File: src/rtl/muldiv_pkg.sv
// muldiv_pkg: shared types and constants for the iterative RV32M multiply/divide unit.
//   muldiv_op_e    - funct3 encodings of the M-extension operations
//   muldiv_state_e - control FSM states
//   MULDIV_ITERS   - radix-2 iterations per operation
package muldiv_pkg;

  localparam int unsigned MULDIV_ITERS = 32;

  typedef enum logic [2:0] {
    OP_MUL    = 3'b000,
    OP_MULH   = 3'b001,
    OP_MULHSU = 3'b010,
    OP_MULHU  = 3'b011,
    OP_DIV    = 3'b100,
    OP_DIVU   = 3'b101,
    OP_REM    = 3'b110,
    OP_REMU   = 3'b111
  } muldiv_op_e;

  typedef enum logic [1:0] {
    IDLE = 2'd0,
    CALC = 2'd1,
    FIX  = 2'd2,
    DONE = 2'd3
  } muldiv_state_e;

endpackage

File: src/rtl/muldiv_unit.sv
// muldiv_unit: iterative RV32M multiply/divide, one radix-2 step per cycle.
// Ports:
//   clk, rst_n      clock, asynchronous active-low reset
//   start           request, sampled only in IDLE
//   funct3          operation select (muldiv_op_e)
//   op_a, op_b      rs1 / rs2 values, sampled with start
//   rd_in           destination register, sampled with start
//   kill            flush; aborts any operation in flight
//   busy            high while not IDLE
//   wb_we           one-cycle write-back strobe (suppressed for x0)
//   wb_rd, wb_data  write-back address and data, held between results
module muldiv_unit
  import muldiv_pkg::*;
#(
  parameter int unsigned XLEN   = 32,
  parameter int unsigned REG_AW = 5
) (
  input  logic              clk,
  input  logic              rst_n,
  input  logic              start,
  input  logic [2:0]        funct3,
  input  logic [XLEN-1:0]   op_a,
  input  logic [XLEN-1:0]   op_b,
  input  logic [REG_AW-1:0] rd_in,
  input  logic              kill,
  output logic              busy,
  output logic              wb_we,
  output logic [REG_AW-1:0] wb_rd,
  output logic [XLEN-1:0]   wb_data
);

  localparam int unsigned CW = 6;
  localparam logic [CW-1:0]   LAST_ITER = CW'(MULDIV_ITERS - 1);
  localparam logic [XLEN-1:0] MIN_INT   = {1'b1, {(XLEN-1){1'b0}}};

  muldiv_state_e state, state_next;

  muldiv_op_e        op_q;
  logic [REG_AW-1:0] rd_q;
  logic [2*XLEN-1:0] acc_q;   // mul: {partial hi, multiplier}; div: {remainder, quotient}
  logic [XLEN-1:0]   opnd_q;  // mul: multiplicand magnitude; div: divisor magnitude
  logic              sign_a_q, sign_b_q;
  logic [CW-1:0]     cnt_q;

  // Request decode: signedness, magnitudes and the divide short path
  muldiv_op_e    op_in;
  logic          is_div_in, neg_a_in, neg_b_in, div_zero, div_ovf, short_in;
  logic [XLEN-1:0] mag_a, mag_b;

  always_comb begin
    op_in     = muldiv_op_e'(funct3);
    is_div_in = op_in inside {OP_DIV, OP_DIVU, OP_REM, OP_REMU};
    neg_a_in  = op_a[XLEN-1] && (op_in inside {OP_MULH, OP_MULHSU, OP_DIV, OP_REM});
    neg_b_in  = op_b[XLEN-1] && (op_in inside {OP_MULH, OP_DIV, OP_REM});
    mag_a     = neg_a_in ? -op_a : op_a;
    mag_b     = neg_b_in ? -op_b : op_b;
    div_zero  = is_div_in && (op_b == '0);
    div_ovf   = (op_in inside {OP_DIV, OP_REM}) && (op_a == MIN_INT) && (op_b == '1);
    short_in  = div_zero || div_ovf;
  end

  // One iteration: shift-add for multiply, restoring step for divide
  logic              is_div;
  logic [XLEN:0]     mul_sum, div_trial;
  logic              div_ok;
  logic [2*XLEN-1:0] acc_step;

  always_comb begin
    is_div    = op_q inside {OP_DIV, OP_DIVU, OP_REM, OP_REMU};
    mul_sum   = {1'b0, acc_q[2*XLEN-1:XLEN]} + (acc_q[0] ? {1'b0, opnd_q} : '0);
    div_trial = acc_q[2*XLEN-1:XLEN-1] - {1'b0, opnd_q};
    div_ok    = ~div_trial[XLEN];
    if (is_div)
      acc_step = {(div_ok ? div_trial[XLEN-1:0] : acc_q[2*XLEN-2:XLEN-1]),
                  acc_q[XLEN-2:0], div_ok};
    else
      acc_step = {mul_sum, acc_q[XLEN-1:1]};
  end

  // Sign correction and result selection
  logic [2*XLEN-1:0] prod_fix;
  logic [XLEN-1:0]   quot_fix, rem_fix, result;

  always_comb begin
    prod_fix = (sign_a_q ^ sign_b_q) ? -acc_q : acc_q;
    quot_fix = (sign_a_q ^ sign_b_q) ? -acc_q[XLEN-1:0] : acc_q[XLEN-1:0];
    rem_fix  = sign_a_q ? -acc_q[2*XLEN-1:XLEN] : acc_q[2*XLEN-1:XLEN];
    unique case (op_q)
      OP_MUL:                       result = prod_fix[XLEN-1:0];
      OP_MULH, OP_MULHSU, OP_MULHU: result = prod_fix[2*XLEN-1:XLEN];
      OP_DIV, OP_DIVU:              result = quot_fix;
      default:                      result = rem_fix;
    endcase
  end

  // State register
  always_ff @(posedge clk or negedge rst_n) begin
    if (!rst_n) state <= IDLE;
    else        state <= state_next;
  end

  // Next-state logic; kill overrides everything
  always_comb begin
    state_next = state;
    unique case (state)
      IDLE: if (start) state_next = short_in ? FIX : CALC;
      CALC: if (cnt_q == LAST_ITER) state_next = FIX;
      FIX:  state_next = DONE;
      DONE: state_next = IDLE;
      default: state_next = IDLE;
    endcase
    if (kill) state_next = IDLE;
  end

  // Output/control decode, registered below
  logic busy_d, we_d, load_wb, accept;

  always_comb begin
    busy_d  = (state_next != IDLE);
    load_wb = (state == FIX) && (state_next == DONE);
    we_d    = load_wb && (rd_q != '0);
    accept  = (state == IDLE) && (state_next != IDLE);
  end

  // Operand capture and iteration datapath
  always_ff @(posedge clk or negedge rst_n) begin
    if (!rst_n) begin
      op_q     <= OP_MUL;
      rd_q     <= '0;
      acc_q    <= '0;
      opnd_q   <= '0;
      sign_a_q <= 1'b0;
      sign_b_q <= 1'b0;
      cnt_q    <= '0;
    end else if (accept) begin
      op_q  <= op_in;
      rd_q  <= rd_in;
      cnt_q <= '0;
      if (short_in) begin
        // Answer preloaded as {remainder, quotient}; no sign fix needed
        sign_a_q <= 1'b0;
        sign_b_q <= 1'b0;
        opnd_q   <= '0;
        acc_q    <= div_zero ? {op_a, {XLEN{1'b1}}} : {{XLEN{1'b0}}, MIN_INT};
      end else begin
        sign_a_q <= neg_a_in;
        sign_b_q <= neg_b_in;
        opnd_q   <= is_div_in ? mag_b : mag_a;
        acc_q    <= {{XLEN{1'b0}}, (is_div_in ? mag_a : mag_b)};
      end
    end else if (state == CALC) begin
      acc_q <= acc_step;
      cnt_q <= cnt_q + CW'(1);
    end
  end

  // Registered outputs
  always_ff @(posedge clk or negedge rst_n) begin
    if (!rst_n) begin
      busy    <= 1'b0;
      wb_we   <= 1'b0;
      wb_rd   <= '0;
      wb_data <= '0;
    end else begin
      busy  <= busy_d;
      wb_we <= we_d;
      if (load_wb) begin
        wb_rd   <= rd_q;
        wb_data <= result;
      end
    end
  end

endmodule

File: config.mk
export PLATFORM = sky130hd
export DESIGN_NAME = muldiv_unit
export DESIGN_NICKNAME = d
export VERILOG_FILES = /design/src/rtl/muldiv_pkg.sv /design/src/rtl/muldiv_unit.sv
export SDC_FILE = /design/constraint.sdc
export NUM_CORES = 1
export LEC_CHECK = 0
export BUFFER_PORTS_ARGS = -buffer_cell sky130_fd_sc_hd__buf_4
export CAP_MARGIN = 5
export CORE_UTILIZATION = 50
export CTS_CLUSTER_SIZE = 14
export DETAILED_ROUTE_END_ITERATION = 6
export PLACE_DENSITY = 0.69
export SYNTH_ARGS = -nofsm -noshare
export SYNTH_HDL_FRONTEND = slang
export SYNTH_SLANG_ARGS = --single-unit
File: constraint.sdc
create_clock -name clk -period 10.15 [get_ports clk]
set_input_delay 0.5075 -clock clk [delete_from_list [all_inputs] [get_ports clk]]
set_output_delay 0.5075 -clock clk [all_outputs]
set_load 0.03 [all_outputs]
==> flow_metrics.py <==
metrics = {
    "status": {
        "status": "complete, but fails checks",
        "violations": "DRC",
    },
    "grt": {
        "grt_pass1_vias": 14831,
        "grt_antenna_before_repair": 2,
        "gr-usage-met3_pct": 4.762,
        "grt_overflow": 0,
        "grt_usage_pct": 36.81,
        "grt_pass1_wl_mm": 86.78,
        "grt_most_used_layer": "met2",
        "grt.met1_usage_pct": 49.07,
        "grt_use_met2_pct": 57.26,
        "grt_max_degree": 102,
    },
    "min_path": {
        "min_path_type": "input port to asynchronous set/reset pin",
    },
    "critical_path": {
        "critPathKind": "register to register",
        "rr_worst_depth": 13,
        "worstReg2RegStart": "acc_q[0]",
        "critical_path.max_fanout": 31,
        "worstPathRequired_ps": 10470,
        "crit_path_end_kind": "register",
        "arrival_ps": 4600,
        "r2r_end": "acc_q[62]",
        "startpoint_type": "register",
        "r2r_slack_ps": 5870,
    },
    "placement": {
        "io_buffers": 114,
        "dp_hpwl_mm": 42.37,
        "gp_congestion": 0.9933,
    },
    "clock_tree": {
        "cts_max_path_buffers": 2,
        "postCtsHoldBufs": 0,
        "clk_latency_ps": 450,
        "path_clk_slew_ps": 70,
        "clk_root_buffer_cell": "clkbuf_16",
        "postCtsResizedCells": 0,
        "cts.sinks": 153,
        "postCtsSetupBuffers": 0,
        "cts_tree": "built",
        "cts.htree.levels": 4,
        "numCtsBuffers": 17,
    },
    "timing": {
        "fin_tns_setup_ps": 0,
        "max_freq_mhz": 233.8,
        "skew_ps": 9.957,
        "slew_headroom_pct": 30.81,
        "hold_violations": 0,
        "finalSetupViolations": 0,
        "final_max_slew_viol_count": 0,
        "fin_crit_ps": 4276,
        "fin_crit_sh_pct": 42.13,
        "worst_pin_slew_ps": 1035,
        "rsz0062_at_grt": "no",
    },
    "drt": {
        "drt_iter0_drc": 1807,
        "ant_nets": 0,
        "drt_pre_antenna_iters": 7,
        "drt_wl_total_mm": 56.04,
        "vias_per_cell": 6.552,
        "vias": 16006,
        "wl_per_cell_um": 22.94,
        "drc_errors": 12,
    },
    "die": {
        "rows": 63,
        "die_area_mm2": 0.03072,
        "fp.dieH_um": 175.3,
        "die_width_um": 175.3,
        "initial_core_util_pct": 50.79,
        "ios": 115,
        "core_area_mm2": 0.02956,
    },
    "flow_run": {
        "maxCapViolCount": 0,
    },
    "layout": {
        "fillers": 2880,
        "layout_commonest_cell": "nand2_1",
        "most-common-layout-cells": "nand2_1 (266), o21ai_0 (201), nor2_1 (192)",
        "drive_above_1_share_pct": 9.450,
        "nets": 2188,
        "multiInputGateArea_mm2": 0.01047,
        "area_delta_synth_final_pct": 10.56,
        "regArea_mm2": 0.003830,
        "num_antenna_cells": 0,
    },
    "synthesis": {
        "syn_area_mm2": 0.01501,
        "synth_top_family_by_area": "compound AO/OA/AOI/OAI gates",
        "ys_seq_area_share_pct": 25.50,
        "synthArstFlopShare_pct": 100.0,
        "netlist.area_leader.share_pct": 25.50,
        "synth_mux_area_share_pct": 3.784,
        "yosysTopAreaCell": "dfrtp_1",
        "yosysWarnings": 0,
        "syn_area_per_cell_um2": 7.421,
        "synth_flop_cell": "dfrtp_1",
        "synth_edf_count": 0,
        "synthSimpleGateAreaFrac_pct": 20.60,
        "synth_compound_area_share_pct": 27.86,
        "synth.distinct_cells": 76,
        "synth_xor_area_share_pct": 11.09,
        "ys_ff_latch": 153,
        "synthAdderAreaFrac_pct": 6.101,
        "synth_area_leaders": "dfrtp_1 (26%), o21ai_0 (6.7%), nand2_1 (6.7%), a21oi_1 (5.8%), ha_1 (5.8%)",
        "postSynthCellCount": 2023,
        "synth_nets": 2171,
    },
    "power": {
        "total_leakage_power_nw": 7.106,
        "power_mw": 4.508,
        "power_density_mw_per_mm2": 271.6,
        "ir_drop_v": 0.0001557,
    },
}
## worst max-delay path: stages (launching register included)
cell and delay (ps):
dfrtp_1 460, inv_1 110, buf_4 370, nor2_1 150, ha_1 290, a21o_1 170
a21oi_1 240, o21ai_0 340, a21o_1 330, a31oi_1 560, o21ai_0 340, o41ai_1 420
mux2i_1 250, a31oi_1 100
## through the flow
step	util (%)	setup slack [ps]	hold slack [ps]	cell area (um^2)	cells
2_1_floorplan	-	6821	211.9	15010	2023
3_3_place_gp	54.20	6166	462.8	16020	2411
3_5_place_dp	54.20	6006	465.4	16020	2411
4_1_cts	56.15	5981	147.2	16600	2443
5_1_grt	56.15	5617	193.9	16600	2443
6_report	56.15	5874	127.2	16600	2443
## where the power goes
part	leakage (nW)	internal [mW]	switching, mW	total [mW]
Combinational	4.89	1.07	1.67	2.74
Sequential	1.94	0.746	0.371	1.12
Clock	0.278	0.350	0.296	0.646
## state kept, by name, summed over array words and instances (netlist names), 2 cells and up
signal	cells
state	2
opnd_q	32
cnt_q	6
wb_rd	5
rd_q	5
acc_q	64
op_q	3
wb_data	32
## kinds of logic (layout without fill, tap and decap cells)
family                   after synthesis  count (layout)
AO/OA/AOI/OAI                        671             671
XOR/XNOR                             190             190
adder cells (fa/ha/maj)               72              72
buffers and inverters                197             227
flip-flops                           153             153
multiplexers                          56              56
AND/OR/NAND/NOR                      684             684
## cells in the mapped netlist, types with 9 or more instances
cell,instances
o21bai_1,10
nor2b_1,9
xor2_1,93
o211ai_1,24
o221ai_1,19
inv_1,62
xnor2_1,97
and2_1,10
nand2b_1,18
mux2i_1,50
a21o_1,25
nand4_1,25
a31oi_1,35
ha_1,70
nor4_1,23
nand3_1,30
o31ai_1,35
o41ai_1,9
nor2_1,193
a221oi_1,17
a21oi_1,175
a211oi_1,16
clkbuf_1,109
or3_1,21
nor3_1,47
buf_1,15
o22ai_1,25
o21ai_0,201
dfrtp_1,153
buf_2,9
a222oi_1,9
a311oi_1,12
and3_1,13
nand2_1,267
## how the worst max path moves through the flow
stage	startpoint	end	slack, ps	depth (start not counted)
floorplan	acc_q[31]	acc_q[46]	6820	14
CTS	acc_q[31]	acc_q[47]	5980	13
detailed placement	acc_q[31]	acc_q[47]	6010	13
global route	acc_q[31]	acc_q[47]	5620	13
finish	acc_q[0]	acc_q[62]	5870	13
global placement	acc_q[0]	acc_q[62]	6170	13
## layout make-up
type	instances	share of cell area (%)
Multi-Input combinational cell	1673	63.07
Clock inverter	14	0.8292
Tap cell	390	2.940
Inverter	62	1.402
Timing Repair Buffer	133	6.038
Clock buffer	18	2.646
Sequential cell	153	23.08
## metal layers
metal	vias to the layer above	part of all wire, %
met5	-	0
met4	0	6.0
met3	155	8.3
met2	884	45
met1	7596	41
li1	7371	-
(Power assumes the default switching activity.)
